===== src/rtl/fifo_reader.sv =====
// fifo_reader: drains a FIFO in bursts of up to BURST_LEN reads, registers each word two cycles after its read strobe.
// Define FIFO_READER_CHECK_EN to compile in the incrementing-sequence checker (err_count / mismatch).
module fifo_reader #(
   parameter int unsigned DATA_WIDTH  = 16,
   parameter int unsigned BURST_LEN   = 4,
   parameter int unsigned START_VALUE = 0
) (
   input  logic                  rd_clk,
   input  logic                  reset_n,
   input  logic                  enable,
   input  logic                  empty,
   input  logic [DATA_WIDTH-1:0] fifo_data,
   output logic                  rd_en,
   output logic                  rd_valid,
   output logic [DATA_WIDTH-1:0] rd_data,
   output logic [15:0]           word_count,
   output logic [7:0]            err_count,
   output logic                  mismatch
);

   localparam int unsigned CNT_W   = 16;
   localparam int unsigned ERR_W   = 8;
   localparam int unsigned BURST_W = 4;

   localparam logic [BURST_W-1:0]    BURST_LAST = BURST_W'(BURST_LEN - 1);
   localparam logic [DATA_WIDTH-1:0] START_W    = DATA_WIDTH'(START_VALUE);

   typedef enum logic [1:0] {
      S_IDLE = 2'd0,
      S_READ = 2'd1,
      S_GAP  = 2'd2
   } state_t;

   state_t                r_state;
   state_t                w_state_nxt;
   logic                  w_rd_en;
   logic                  w_burst_done;
   logic [BURST_W-1:0]    r_burst_cnt;
   logic                  r_rd_pend;
   logic                  r_rd_valid;
   logic [DATA_WIDTH-1:0] r_rd_data;
   logic [CNT_W-1:0]      r_word_count;

   // State register
   always_ff @(posedge rd_clk or negedge reset_n) begin
      if (!reset_n) begin
         r_state <= S_IDLE;
      end else begin
         r_state <= w_state_nxt;
      end
   end

   // Next-state logic
   always_comb begin
      w_state_nxt = r_state;
      unique case (r_state)
         S_IDLE:  if (enable && !empty) w_state_nxt = S_READ;
         S_READ:  if (w_burst_done || empty || !enable) w_state_nxt = S_GAP;
         S_GAP:   w_state_nxt = S_IDLE;
         default: w_state_nxt = S_IDLE;
      endcase
   end

   // Read strobe is gated by empty in the same cycle so no underflow read is ever issued
   always_comb begin
      w_rd_en      = 1'b0;
      w_burst_done = 1'b0;
      if (r_state == S_READ) begin
         w_rd_en      = !empty;
         w_burst_done = w_rd_en && (r_burst_cnt == BURST_LAST);
      end
   end

   assign rd_en = w_rd_en;

   // READ is only entered from IDLE, so holding the count clear in IDLE clears it on entry
   always_ff @(posedge rd_clk or negedge reset_n) begin
      if (!reset_n) begin
         r_burst_cnt <= '0;
      end else if (r_state == S_IDLE) begin
         r_burst_cnt <= '0;
      end else if (w_rd_en) begin
         r_burst_cnt <= r_burst_cnt + BURST_W'(1);
      end
   end

   // Capture pipeline: strobe -> pending -> data registered with a one-cycle valid
   always_ff @(posedge rd_clk or negedge reset_n) begin
      if (!reset_n) begin
         r_rd_pend    <= 1'b0;
         r_rd_valid   <= 1'b0;
         r_rd_data    <= '0;
         r_word_count <= '0;
      end else begin
         r_rd_pend  <= w_rd_en;
         r_rd_valid <= r_rd_pend;
         if (r_rd_pend) begin
            r_rd_data    <= fifo_data;
            r_word_count <= r_word_count + CNT_W'(1);
         end
      end
   end

   assign rd_valid   = r_rd_valid;
   assign rd_data    = r_rd_data;
   assign word_count = r_word_count;

`ifdef FIFO_READER_CHECK_EN
   logic [DATA_WIDTH-1:0] r_expected;
   logic [ERR_W-1:0]      r_err_count;
   logic                  r_mismatch;

   // Checks the word as it is captured, so flags update together with rd_valid; resyncs on error
   always_ff @(posedge rd_clk or negedge reset_n) begin
      if (!reset_n) begin
         r_expected  <= START_W;
         r_err_count <= '0;
         r_mismatch  <= 1'b0;
      end else if (r_rd_pend) begin
         if (fifo_data != r_expected) begin
            r_mismatch <= 1'b1;
            if (r_err_count != '1) begin
               r_err_count <= r_err_count + ERR_W'(1);
            end
         end
         r_expected <= fifo_data + DATA_WIDTH'(1);
      end
   end

   assign err_count = r_err_count;
   assign mismatch  = r_mismatch;
`else
   logic w_unused_start;

   assign w_unused_start = ^START_W;
   assign err_count      = '0;
   assign mismatch       = 1'b0;
`endif

endmodule


===== config.mk =====
export PLATFORM = sky130hd
export DESIGN_NAME = fifo_reader
export DESIGN_NICKNAME = d
export VERILOG_FILES = /design/src/rtl/fifo_reader.sv
export SDC_FILE = /design/constraint.sdc
export NUM_CORES = 1
export LEC_CHECK = 0
export CAP_MARGIN = 20
export CORE_ASPECT_RATIO = 0.6
export CORE_MARGIN = 4
export CORE_UTILIZATION = 47
export DETAILED_ROUTE_END_ITERATION = 7
export PLACE_DENSITY_LB_ADDON = 0.12
export SLEW_MARGIN = 20
export SYNTH_ARGS = -nofsm -noshare
export SYNTH_HDL_FRONTEND = slang
export SYNTH_SLANG_ARGS = --single-unit

===== constraint.sdc =====
create_clock -name rd_clk -period 1.93 [get_ports rd_clk]
set_input_delay 0.193 -clock rd_clk [delete_from_list [all_inputs] [get_ports rd_clk]]
set_output_delay 0.193 -clock rd_clk [all_outputs]
set_load 0.01 [all_outputs]

==> results.sh, run 1 <==
export IMPL_placed_cells=231
export IMPL_fin_total_pwr_w=0.002221
export IMPL_tritoncts="done"
export IMPL_grt_max_degree=41
export IMPL_run_status="completed"
export IMPL_rsz0062_at_grt="no"
export IMPL_timing_critical_path_arrival_ns=1.66
export IMPL_via_count_of_the_first_global_routing_pass=1243
export IMPL_min_path_type="input port to async pin"
export IMPL_cts_clk_slew_worst_paths_ns=0.07
export IMPL_proportion_of_layout_cells_with_a_drive_suffix_above_1=0.1813
export IMPL_gp_routability_congestion=0.7767
export IMPL_criticalPathCategory="flop to output port"
export IMPL_postRouteAntennaNets=0
export IMPL_post_cts_resize_count=0
export IMPL_number_of_buffers_created_by_cts=5
export IMPL_cp_num_buf_inv=1
export IMPL_dr_total_vias=1216
export IMPL_synth_largest_area_cell="dfrtp_1"
export IMPL_floorplan_die_width_um=86.68
export IMPL_routed_via_density=5.109
export IMPL_final_net_count=215
export IMPL_synth_distinct_cells=27
export IMPL_timing_fmax_mhz=540.1
export IMPL_routed_wl_mm=3.672
export IMPL_area_growth_pct=36.92
export IMPL_worst_ir_drop_vdd_mv=0.6092
export IMPL_gr_max_usage_layer="met2"
export IMPL_globalRoute_totalOverflow=0
export IMPL_average_footprint_of_a_synthesized_cell_um2=12.93
export IMPL_synthesis_area_um2=1745
export IMPL_tritoncts_num_sinks=40
export IMPL_worst_pin_slew_ns=0.8665
export IMPL_cts_hold_repair_buffers=0
export IMPL_post_route_period_util=0.9594
export IMPL_timing_hold_ws_ns=0.01528
export IMPL_grt_use_met1=0.2106
export IMPL_clock_skews_ns=0.003710
export IMPL_grt_antenna_before_repair=0
export IMPL_crit_fanout=8
export IMPL_worst_setup_path_start_kind="flop"
export IMPL_synth_seq_area_share=0.5735
export IMPL_routedWlPerCell_um=15.43
export IMPL_antenna_cells_inserted=0
export IMPL_finalCriticalPeriod_ns=1.852
export IMPL_dpl_hpwl_mm=2.743
export IMPL_drt_drc_violations_left=0
export IMPL_gr_usage_met2=0.2440
export IMPL_synth_edf_count=0
export IMPL_initial_utilization=0.5129
export IMPL_ys_flop_type="dfrtp_1"
export IMPL_dieHeight_um=55.21
export IMPL_yosysWarnings=0
export IMPL_final_hold_vio_count=0
export IMPL_clk_path_buf_depth=2
export IMPL_post_layout_nonfiller_instances=238
export IMPL_setup_worst_path_end_class="output port"
export IMPL_globalRouteTotalUtil=0.1625
export IMPL_post_cts_setup_buffers=0
export IMPL_timing_slew_headroom=0.4223
export IMPL_num_io_pins=63
export IMPL_crit_chain="nor2_2 > and2_1 > clkdlybuf4s50_1"
export IMPL_placementRows=16
export IMPL_ys_top_cells_by_area="dfrtp_1 (57%), mux2_2 (12%), xor2_1 (5.0%), buf_4 (3.9%), xnor2_1 (2.5%)"
export IMPL_clock_insertion_delay_worst_skew_ns=0.29
export IMPL_netlist_area_leader_share=0.5735
export IMPL_powerDensity_nw_per_um2=929.3
export IMPL_critical_path_required_ns=1.74
export IMPL_die_area_um2=4785
export IMPL_tns_ns=0
export IMPL_timing_final_setup_violations=0
export IMPL_grt_use_met3=0.06686
export IMPL_cpMaxStageDelayCell="clkdlybuf4s50_1"
export IMPL_coreArea_um2=3403
export IMPL_postSynthCellCount=135
export IMPL_maxSlewViolCount=0
export IMPL_cts_max_level=2
export IMPL_path_delay_family="buffers and inverters"
export IMPL_p_leak_nw=1.062
export IMPL_drt_initial_drc_count=35
export IMPL_cts_root_buffer="clkbuf_8"
export IMPL_synth_ff_latch_count=40
export IMPL_grt_pass1_wl_mm=6.037
export IMPL_cap_violations=0
export IMPL_dr_pass1_iters=4
export IMPL_ys_async_sr_fraction=1.000
export IMPL_worst_path_largest_cell_delay_ns=0.53
export IMPL_io_buffer_count=53
-- power by group --
part / switching, W / internal [W]
Sequential: 0.000116 / 0.000965
Combinational: 0.000207 / 0.000346
Clock: 0.000269 / 0.000318
Total: 0.000592 / 0.00163
-- state kept, by name, summed over array words and instances (netlist names) --
name and cells:
r_burst_cnt 4, r_rd_pend 1, r_state 2, rd_data 16, rd_valid 1, word_count 16
-- layer usage --
metal  vias up  part of all wire
li1        574                 -
met1       580              0.44
met2        55              0.45
met3         7             0.099
met4         0             0.015
met5         -                 0
-- per-stage QoR --
step           area (um^2)    util  worst slack [ns]
3_3_place_gp          2291  0.6732            0.1868
3_5_place_dp          2291  0.6732            0.1071
6_report              2390  0.7022           0.07845
2_1_floorplan         1775       -            0.6224
5_1_grt               2390  0.7022           0.01158
4_1_cts               2387  0.7015           0.01655
-- worst reg2reg max path, cell delays in order (launching register included) --
cell	delay, ns
dfrtp_1	0.42
ha_1	0.21
nor2b_1	0.19
mux2_2	0.36
a22o_1	0.18
-- synth_stat cells, types with 2 or more instances --
cell type and n:
nor2_1 6, nand2_1 6, nor3_1 3, buf_2 2
nand4_2 2, a22o_1 4, nand3_1 6, nand4_1 4
dfrtp_1 40, ha_1 2, mux2_2 19, inv_1 2
xnor2_1 5, nor4_2 3, xor2_1 10, buf_4 9
nor4_1 2
-- cells in the final DEF (no fill, tap or decap) --
cell type        instances
conb_1                   9
nand2b_1                 1
nand2_1                  6
nor2b_1                  1
xor2_1                  10
nand3_1                  6
nand4_1                  4
mux2_2                  19
a31oi_1                  1
nor3b_1                  1
inv_1                    2
nor2_2                   1
dfrtp_1                 40
nor3_1                   3
and2_1                   1
ha_1                     2
clkdlybuf4s50_1         52
nand4_2                  2
or4b_1                   1
a22o_1                   4
xnor2_1                  5
a21oi_1                  1
buf_4                    2
nor4_2                   3
nor4_1                   2
buf_2                    1
nor2_1                   5
nand4b_1                 1
clkbuf_8                 7
-- final timing paths --
check,startpoint,cells past startpoint,end,slack [ns]
max,r_state[1]$_DFFE_PN0P_,3,rd_en,0.08
min,reset_n,1,r_rd_pend$_DFF_PN0_,0.02
max reg2reg,r_burst_cnt[0]$_DFFE_PN0P_,4,r_burst_cnt[2]$_DFFE_PN0P_,0.46
min reg2reg,word_count[15]$_DFFE_PN0P_,1,word_count[15]$_DFFE_PN0P_,0.47
max in group asynchronous,reset_n,1,rd_data[1]$_DFFE_PN0P_,1.37
min in group rd_clk,enable,3,r_state[0]$_DFFE_PN0P_,0.46
-- cells by family after synthesis --
| logic type | Yosys count | synth area share |
|---|---|---|
| compound gates | 6 | 0.02652 |
| mux | 19 | 0.1226 |
| other cells | 1 | 0.002148 |
| buf+inv | 14 | 0.05089 |
| xor+xnor | 15 | 0.07527 |
| simple gates | 38 | 0.1348 |
| fa+ha+maj | 2 | 0.01433 |
| flops | 40 | 0.5735 |
-- area by class of cell --
cell class	instances	area [um^2]
inverters	2	7.507
well taps	45	56.30
multi-input cells	89	688.2
flip-flops and latches	40	1001
clock buffers	7	96.34
repair buffers	55	540.5
fillers	251	1013
No activity file was read; power rests on OpenSTA's default activity.
==> run 2: changes to the inputs <==
--- a/config.mk
+++ b/config.mk
@@ -11,6 +11,7 @@
 export CORE_UTILIZATION = 47
 export DETAILED_ROUTE_END_ITERATION = 7
 export PLACE_DENSITY_LB_ADDON = 0.12
+export RECOVER_POWER = 50
 export SLEW_MARGIN = 20
 export SYNTH_ARGS = -nofsm -noshare
 export SYNTH_HDL_FRONTEND = slang
==> results.sh, run 2 (synthesis results as in run 1) <==
export IMPL_cts_max_level=2
export IMPL_gr_usage_met2=0.2440
export IMPL_worst_path_largest_cell_delay_ns=0.53
export IMPL_rsz0062_at_grt="no"
export IMPL_num_io_pins=63
export IMPL_min_path_type="input port to async pin"
export IMPL_tns_ns=0
export IMPL_floorplan_die_width_um=86.68
export IMPL_timing_final_setup_violations=0
export IMPL_placementRows=16
export IMPL_grt_use_met3=0.06686
export IMPL_routed_via_density=5.139
export IMPL_grt_use_met1=0.2106
export IMPL_timing_fmax_mhz=539.8
export IMPL_die_area_um2=4785
export IMPL_timing_slew_headroom=0.3531
export IMPL_post_route_period_util=0.9598
export IMPL_critical_path_required_ns=1.74
export IMPL_fillers=257
export IMPL_final_hold_vio_count=0
export IMPL_crit_chain="nor2_2 > and2_1 > clkdlybuf4s50_1"
export IMPL_gp_routability_congestion=0.7767
export IMPL_maxSlewViolCount=0
export IMPL_drt_initial_drc_count=41
export IMPL_tritoncts="done"
export IMPL_p_leak_nw=1.046
export IMPL_clock_insertion_delay_worst_skew_ns=0.29
export IMPL_p_sw_frac=0.2658
export IMPL_power_share_clock=0.266
export IMPL_routed_wl_mm=3.671
export IMPL_drt_drc_violations_left=0
export IMPL_finalCriticalPeriod_ns=1.852
export IMPL_io_buffer_count=53
export IMPL_tritoncts_num_sinks=40
export IMPL_coreArea_um2=3403
export IMPL_proportion_of_layout_cells_with_a_drive_suffix_above_1=0.1606
export IMPL_grt_pass1_wl_mm=6.037
export IMPL_globalRouteTotalUtil=0.1625
export IMPL_seqPwrFrac=0.486
export IMPL_crit_fanout=8
export IMPL_grt_max_degree=41
export IMPL_dpl_hpwl_mm=2.743
export IMPL_power_internal_w=0.001625
export IMPL_antenna_cells_inserted=0
export IMPL_clk_path_buf_depth=2
export IMPL_initial_utilization=0.5129
export IMPL_final_net_count=215
export IMPL_timing_critical_path_arrival_ns=1.66
export IMPL_cap_violations=0
export IMPL_worst_ir_drop_vdd_mv=0.6093
export IMPL_cts_root_buffer="clkbuf_8"
export IMPL_netSwitchingPower_w=0.0005882
export IMPL_worst_pin_slew_ns=0.9703
export IMPL_grt_antenna_before_repair=0
export IMPL_path_delay_family="buffers and inverters"
export IMPL_area_of_the_multi_input_gates_um2=681.9
export IMPL_area_growth_pct=36.13
export IMPL_placed_cells=231
export IMPL_worst_setup_path_start_kind="flop"
export IMPL_cpMaxStageDelayCell="clkdlybuf4s50_1"
export IMPL_dr_total_vias=1223
export IMPL_run_status="completed"
export IMPL_routedWlPerCell_um=15.42
export IMPL_number_of_buffers_created_by_cts=5
export IMPL_dieHeight_um=55.21
export IMPL_via_count_of_the_first_global_routing_pass=1243
export IMPL_globalRoute_totalOverflow=0
export IMPL_post_layout_nonfiller_instances=238
export IMPL_powerDensity_nw_per_um2=931.4
export IMPL_postRouteAntennaNets=0
export IMPL_cts_clk_slew_worst_paths_ns=0.07
export IMPL_final_seq_area_um2=1001
export IMPL_clock_skews_ns=0.003733
export IMPL_gr_max_usage_layer="met2"
export IMPL_criticalPathCategory="flop to output port"
export IMPL_setup_worst_path_end_class="output port"
export IMPL_power_frac_comb=0.248
export IMPL_cp_num_buf_inv=1
export IMPL_final_common_cell="clkdlybuf4s50_1"
export IMPL_dr_pass1_iters=4
export IMPL_layout_common_cells="clkdlybuf4s50_1 (52), dfrtp_1 (40), mux2_2 (18), xor2_1 (10), conb_1 (9)"
-- run 2: timing repair --
item / 4_1_cts / 5_1_grt
resized for setup: 0 / 1
setup buffers: 0 / 0
hold buffers: 0 / 0
endpoints found under the setup margin: 0 / 1
-- run 2: worst register-to-register path, cell delays in order (launching register included) --
cell and delay (ns):
dfrtp_1 0.43, nand4_1 0.38, nor4_2 0.41, xor2_1 0.18
-- run 2: cell type report --
class,count,share of cell area
sequential,40,0.4213
multi-input combinational,89,0.2870
timing repair buffer,55,0.2243
clock buffer,7,0.04055
tap,45,0.02370
inverter,2,0.003160
-- run 2: layer usage --
metal / share of wire / routed length, um
met5: 0 / 0
met4: 0.015 / 54
met3: 0.10 / 368
met2: 0.45 / 1635
met1: 0.44 / 1612
-- run 2: stage by stage --
stage / power [W] / utilization / cell area (um^2) / hold WS (ns) / setup WS, ns
3_5_place_dp: 0.001655 / 0.6732 / 2291 / 0.3567 / 0.1071
5_1_grt: 0.002332 / 0.6982 / 2376 / 0.1324 / 0.01158
4_1_cts: 0.002250 / 0.7015 / 2387 / 0.04285 / 0.01655
6_report: 0.002213 / 0.6982 / 2376 / 0.04724 / 0.07751
2_1_floorplan: 0.001304 / - / 1775 / -0.1026 / 0.6224
3_3_place_gp: 0.001626 / 0.6732 / 2291 / 0.3494 / 0.1868
-- run 2: power groups by stage --
stage	combinational (W)	sequential (W)	clock [W]
6_report	0.000550	0.00108	0.000588
5_1_grt	0.000593	0.00110	0.000643
4_1_cts	0.000564	0.00108	0.000607
3_5_place_dp	0.000563	0.00109	0
3_3_place_gp	0.000542	0.00108	0
2_1_floorplan	0.000169	0.00114	0
-- run 2: worst paths after layout --
path                       depth (start not counted)  slack, ns                    endpoint                       start
setup / recovery                                   3       0.08                       rd_en      r_state[1]$_DFFE_PN0P_
hold / removal                                     1       0.05         r_rd_pend$_DFF_PN0_                     reset_n
setup reg to reg                                   3       0.46  word_count[15]$_DFFE_PN0P_   word_count[2]$_DFFE_PN0P_
hold reg to reg                                    1       0.47  word_count[15]$_DFFE_PN0P_  word_count[15]$_DFFE_PN0P_
max in group asynchronous                          1       1.28      rd_data[1]$_DFFE_PN0P_                     reset_n
min in group rd_clk                                3       0.46      r_state[0]$_DFFE_PN0P_                      enable
==> run 3: changes to the inputs <==
--- a/config.mk
+++ b/config.mk
@@ -12,7 +12,7 @@
 export DETAILED_ROUTE_END_ITERATION = 7
 export PLACE_DENSITY_LB_ADDON = 0.12
 export RECOVER_POWER = 50
-export SLEW_MARGIN = 20
+export SLEW_MARGIN = 25
 export SYNTH_ARGS = -nofsm -noshare
 export SYNTH_HDL_FRONTEND = slang
 export SYNTH_SLANG_ARGS = --single-unit
==> constraint.sdc (replaced) <==
create_clock -name rd_clk -period 1.93 [get_ports rd_clk]
set_input_delay 0.386 -clock rd_clk [delete_from_list [all_inputs] [get_ports rd_clk]]
set_output_delay 0.386 -clock rd_clk [all_outputs]
set_load 0.01 [all_outputs]
==> results.sh, run 3 (synthesis results as in run 1) <==
export IMPL_cts_root_buffer="clkbuf_8"
export IMPL_tritoncts="done"
export IMPL_met1_length_mm=1.633
export IMPL_netSwitchingPower_w=0.0005696
export IMPL_worst_ir_drop_vdd_mv=0.5619
export IMPL_floorplan_die_width_um=86.68
export IMPL_num_io_pins=63
export IMPL_tritoncts_num_sinks=40
export IMPL_worst_pin_slew_ns=1.085
export IMPL_initial_utilization=0.5129
export IMPL_clock_skews_ns=0.004695
export IMPL_worst_path_largest_cell_delay_ns=0.47
export IMPL_cpMaxStageDelayCell="clkdlybuf4s50_1"
export IMPL_crit_fanout=2
export IMPL_cap_violations=0
export IMPL_p_leak_nw=1.046
export IMPL_met2RoutedLength_mm=1.587
export IMPL_timing_slew_headroom=0.2764
export IMPL_critical_path_reg2reg_startpoint="word_count[2]$_DFFE_PN0P_"
export IMPL_setup_worst_path_end_class="output port"
export IMPL_worst_setup_path_start_kind="input port"
export IMPL_dieHeight_um=55.21
export IMPL_maxSlewViolCount=0
export IMPL_final_net_count=219
export IMPL_number_of_buffers_created_by_cts=5
export IMPL_min_path_type="input port to async pin"
export IMPL_routed_via_density=5.004
export IMPL_timing_final_setup_violations=0
export IMPL_power_share_clock=0.255
export IMPL_grt_pass1_wl_mm=5.961
export IMPL_io_buffer_count=53
export IMPL_dpl_hpwl_mm=2.775
export IMPL_antenna_cells_inserted=0
export IMPL_grt_antenna_before_repair=0
export IMPL_timing_fmax_mhz=571.1
export IMPL_seqPwrFrac=0.494
export IMPL_drt_drc_violations_left=0
export IMPL_p_sw_frac=0.2627
export IMPL_rsz0062_at_grt="no"
export IMPL_drt_initial_drc_count=23
export IMPL_post_route_period_util=0.9073
export IMPL_routed_wl_mm=3.591
export IMPL_powerDensity_nw_per_um2=911.0
export IMPL_postRouteAntennaNets=0
export IMPL_post_route_worst_setup_slack_ns=0.1789
export IMPL_clock_insertion_delay_worst_skew_ns=0.28
export IMPL_timing_critical_path_from="empty"
export IMPL_power_internal_w=0.001598
export IMPL_gp_routability_congestion=0.7856
export IMPL_power_frac_comb=0.250
export IMPL_dp_worst_setup_slack_ns=-0.08206
export IMPL_final_common_cell="clkdlybuf4s50_1"
export IMPL_globalRoute_totalOverflow=0
export IMPL_critical_path_required_ns=1.54
export IMPL_timing_critical_path_arrival_ns=1.37
export IMPL_cts_max_level=2
export IMPL_dr_pass1_iters=4
export IMPL_layout_common_cells="clkdlybuf4s50_1 (51), dfrtp_1 (40), mux2_2 (19), xor2_1 (10)"
export IMPL_finalCriticalPeriod_ns=1.751
export IMPL_final_hold_vio_count=0
export IMPL_coreArea_um2=3403
export IMPL_dr_total_vias=1216
export IMPL_area_growth_pct=36.34
export IMPL_proportion_of_layout_cells_with_a_drive_suffix_above_1=0.1465
export IMPL_final_core_util=0.6993
export IMPL_grt_max_degree=23
export IMPL_met3_wirelength_um=363
export IMPL_criticalPathCategory="input port to output port"
export IMPL_die_area_um2=4785
export IMPL_run_status="completed"
export IMPL_clk_path_buf_depth=2
export IMPL_routedWlPerCell_um=14.78
export IMPL_placementRows=16
export IMPL_top_layer="met4"
export IMPL_crit_chain="clkdlybuf4s50_1 > nor2_1 > and2_0 > dlygate4sd2_1"
export IMPL_cts_clk_slew_worst_paths_ns=0.07
export IMPL_globalRouteTotalUtil=0.1567
export IMPL_via_count_of_the_first_global_routing_pass=1235
## run 3: path summary, 6_finish.rpt
kind                                         endpoint  slack (ns)  cells past startpoint
max                                             rd_en        0.18                      4
min in group rd_clk        word_count[15]$_DFFE_PN0P_        0.48                      1
min reg2reg                word_count[15]$_DFFE_PN0P_        0.48                      1
max in group asynchronous   word_count[2]$_DFFE_PN0P_        0.64                      2
max reg2reg                word_count[13]$_DFFE_PN0P_        0.47                      3
min                            r_state[0]$_DFFE_PN0P_        0.29                      1
## run 3: critical path: cells and delay by family
kind / cells / cell delay [ns]
buf+inv: 2 / 0.76
simple gates: 2 / 0.22
## run 3: stage by stage
stage / cell area [um^2] / power, W / hold WS [ns] / instances / TNS (ns)
3_5_place_dp: 2321 / 0.001652 / 0.3668 / 235 / -0.08206
5_1_grt: 2380 / 0.002288 / 0.3866 / 243 / 0
3_3_place_gp: 2321 / 0.001633 / 0.3638 / 235 / -0.05227
4_1_cts: 2410 / 0.002207 / 0.06589 / 243 / 0
6_report: 2380 / 0.002168 / 0.2850 / 243 / 0
2_1_floorplan: 1775 / 0.001304 / 0.09041 / 143 / 0
## run 3: repair_timing
action / in CTS / in global routing
buffers inserted: 0 / 0
hold buffers: 0 / 0
setup endpoints to repair: 1 / 0
resized for setup: 1 / 0
## run 3: power groups by stage
stage / clock network [W] / registers [W] / logic, W
floorplan: 0 / 0.00114 / 0.000169
global placement: 0 / 0.00108 / 0.000549
detailed placement: 0 / 0.00109 / 0.000558
CTS: 0.000569 / 0.00108 / 0.000559
global route: 0.000604 / 0.00110 / 0.000589
finish: 0.000553 / 0.00107 / 0.000543
## run 3: per-layer routing
metal | up-vias | global-route usage
li1 | 581 | -
met1 | 587 | 0.2140
met2 | 46 | 0.2298
met3 | 2 | 0.07281
met4 | 0 | 0.03111
met5 | - | 0
## run 3: area by class of cell
class                           instances  area, um^2
Tap cell                               45       56.30
Sequential cell                        40        1001
Timing Repair Buffer                   59       545.5
Multi-Input combinational cell         89       679.4
Clock buffer                            8       90.09
Fill cell                             262        1023
Inverter                                2       7.507
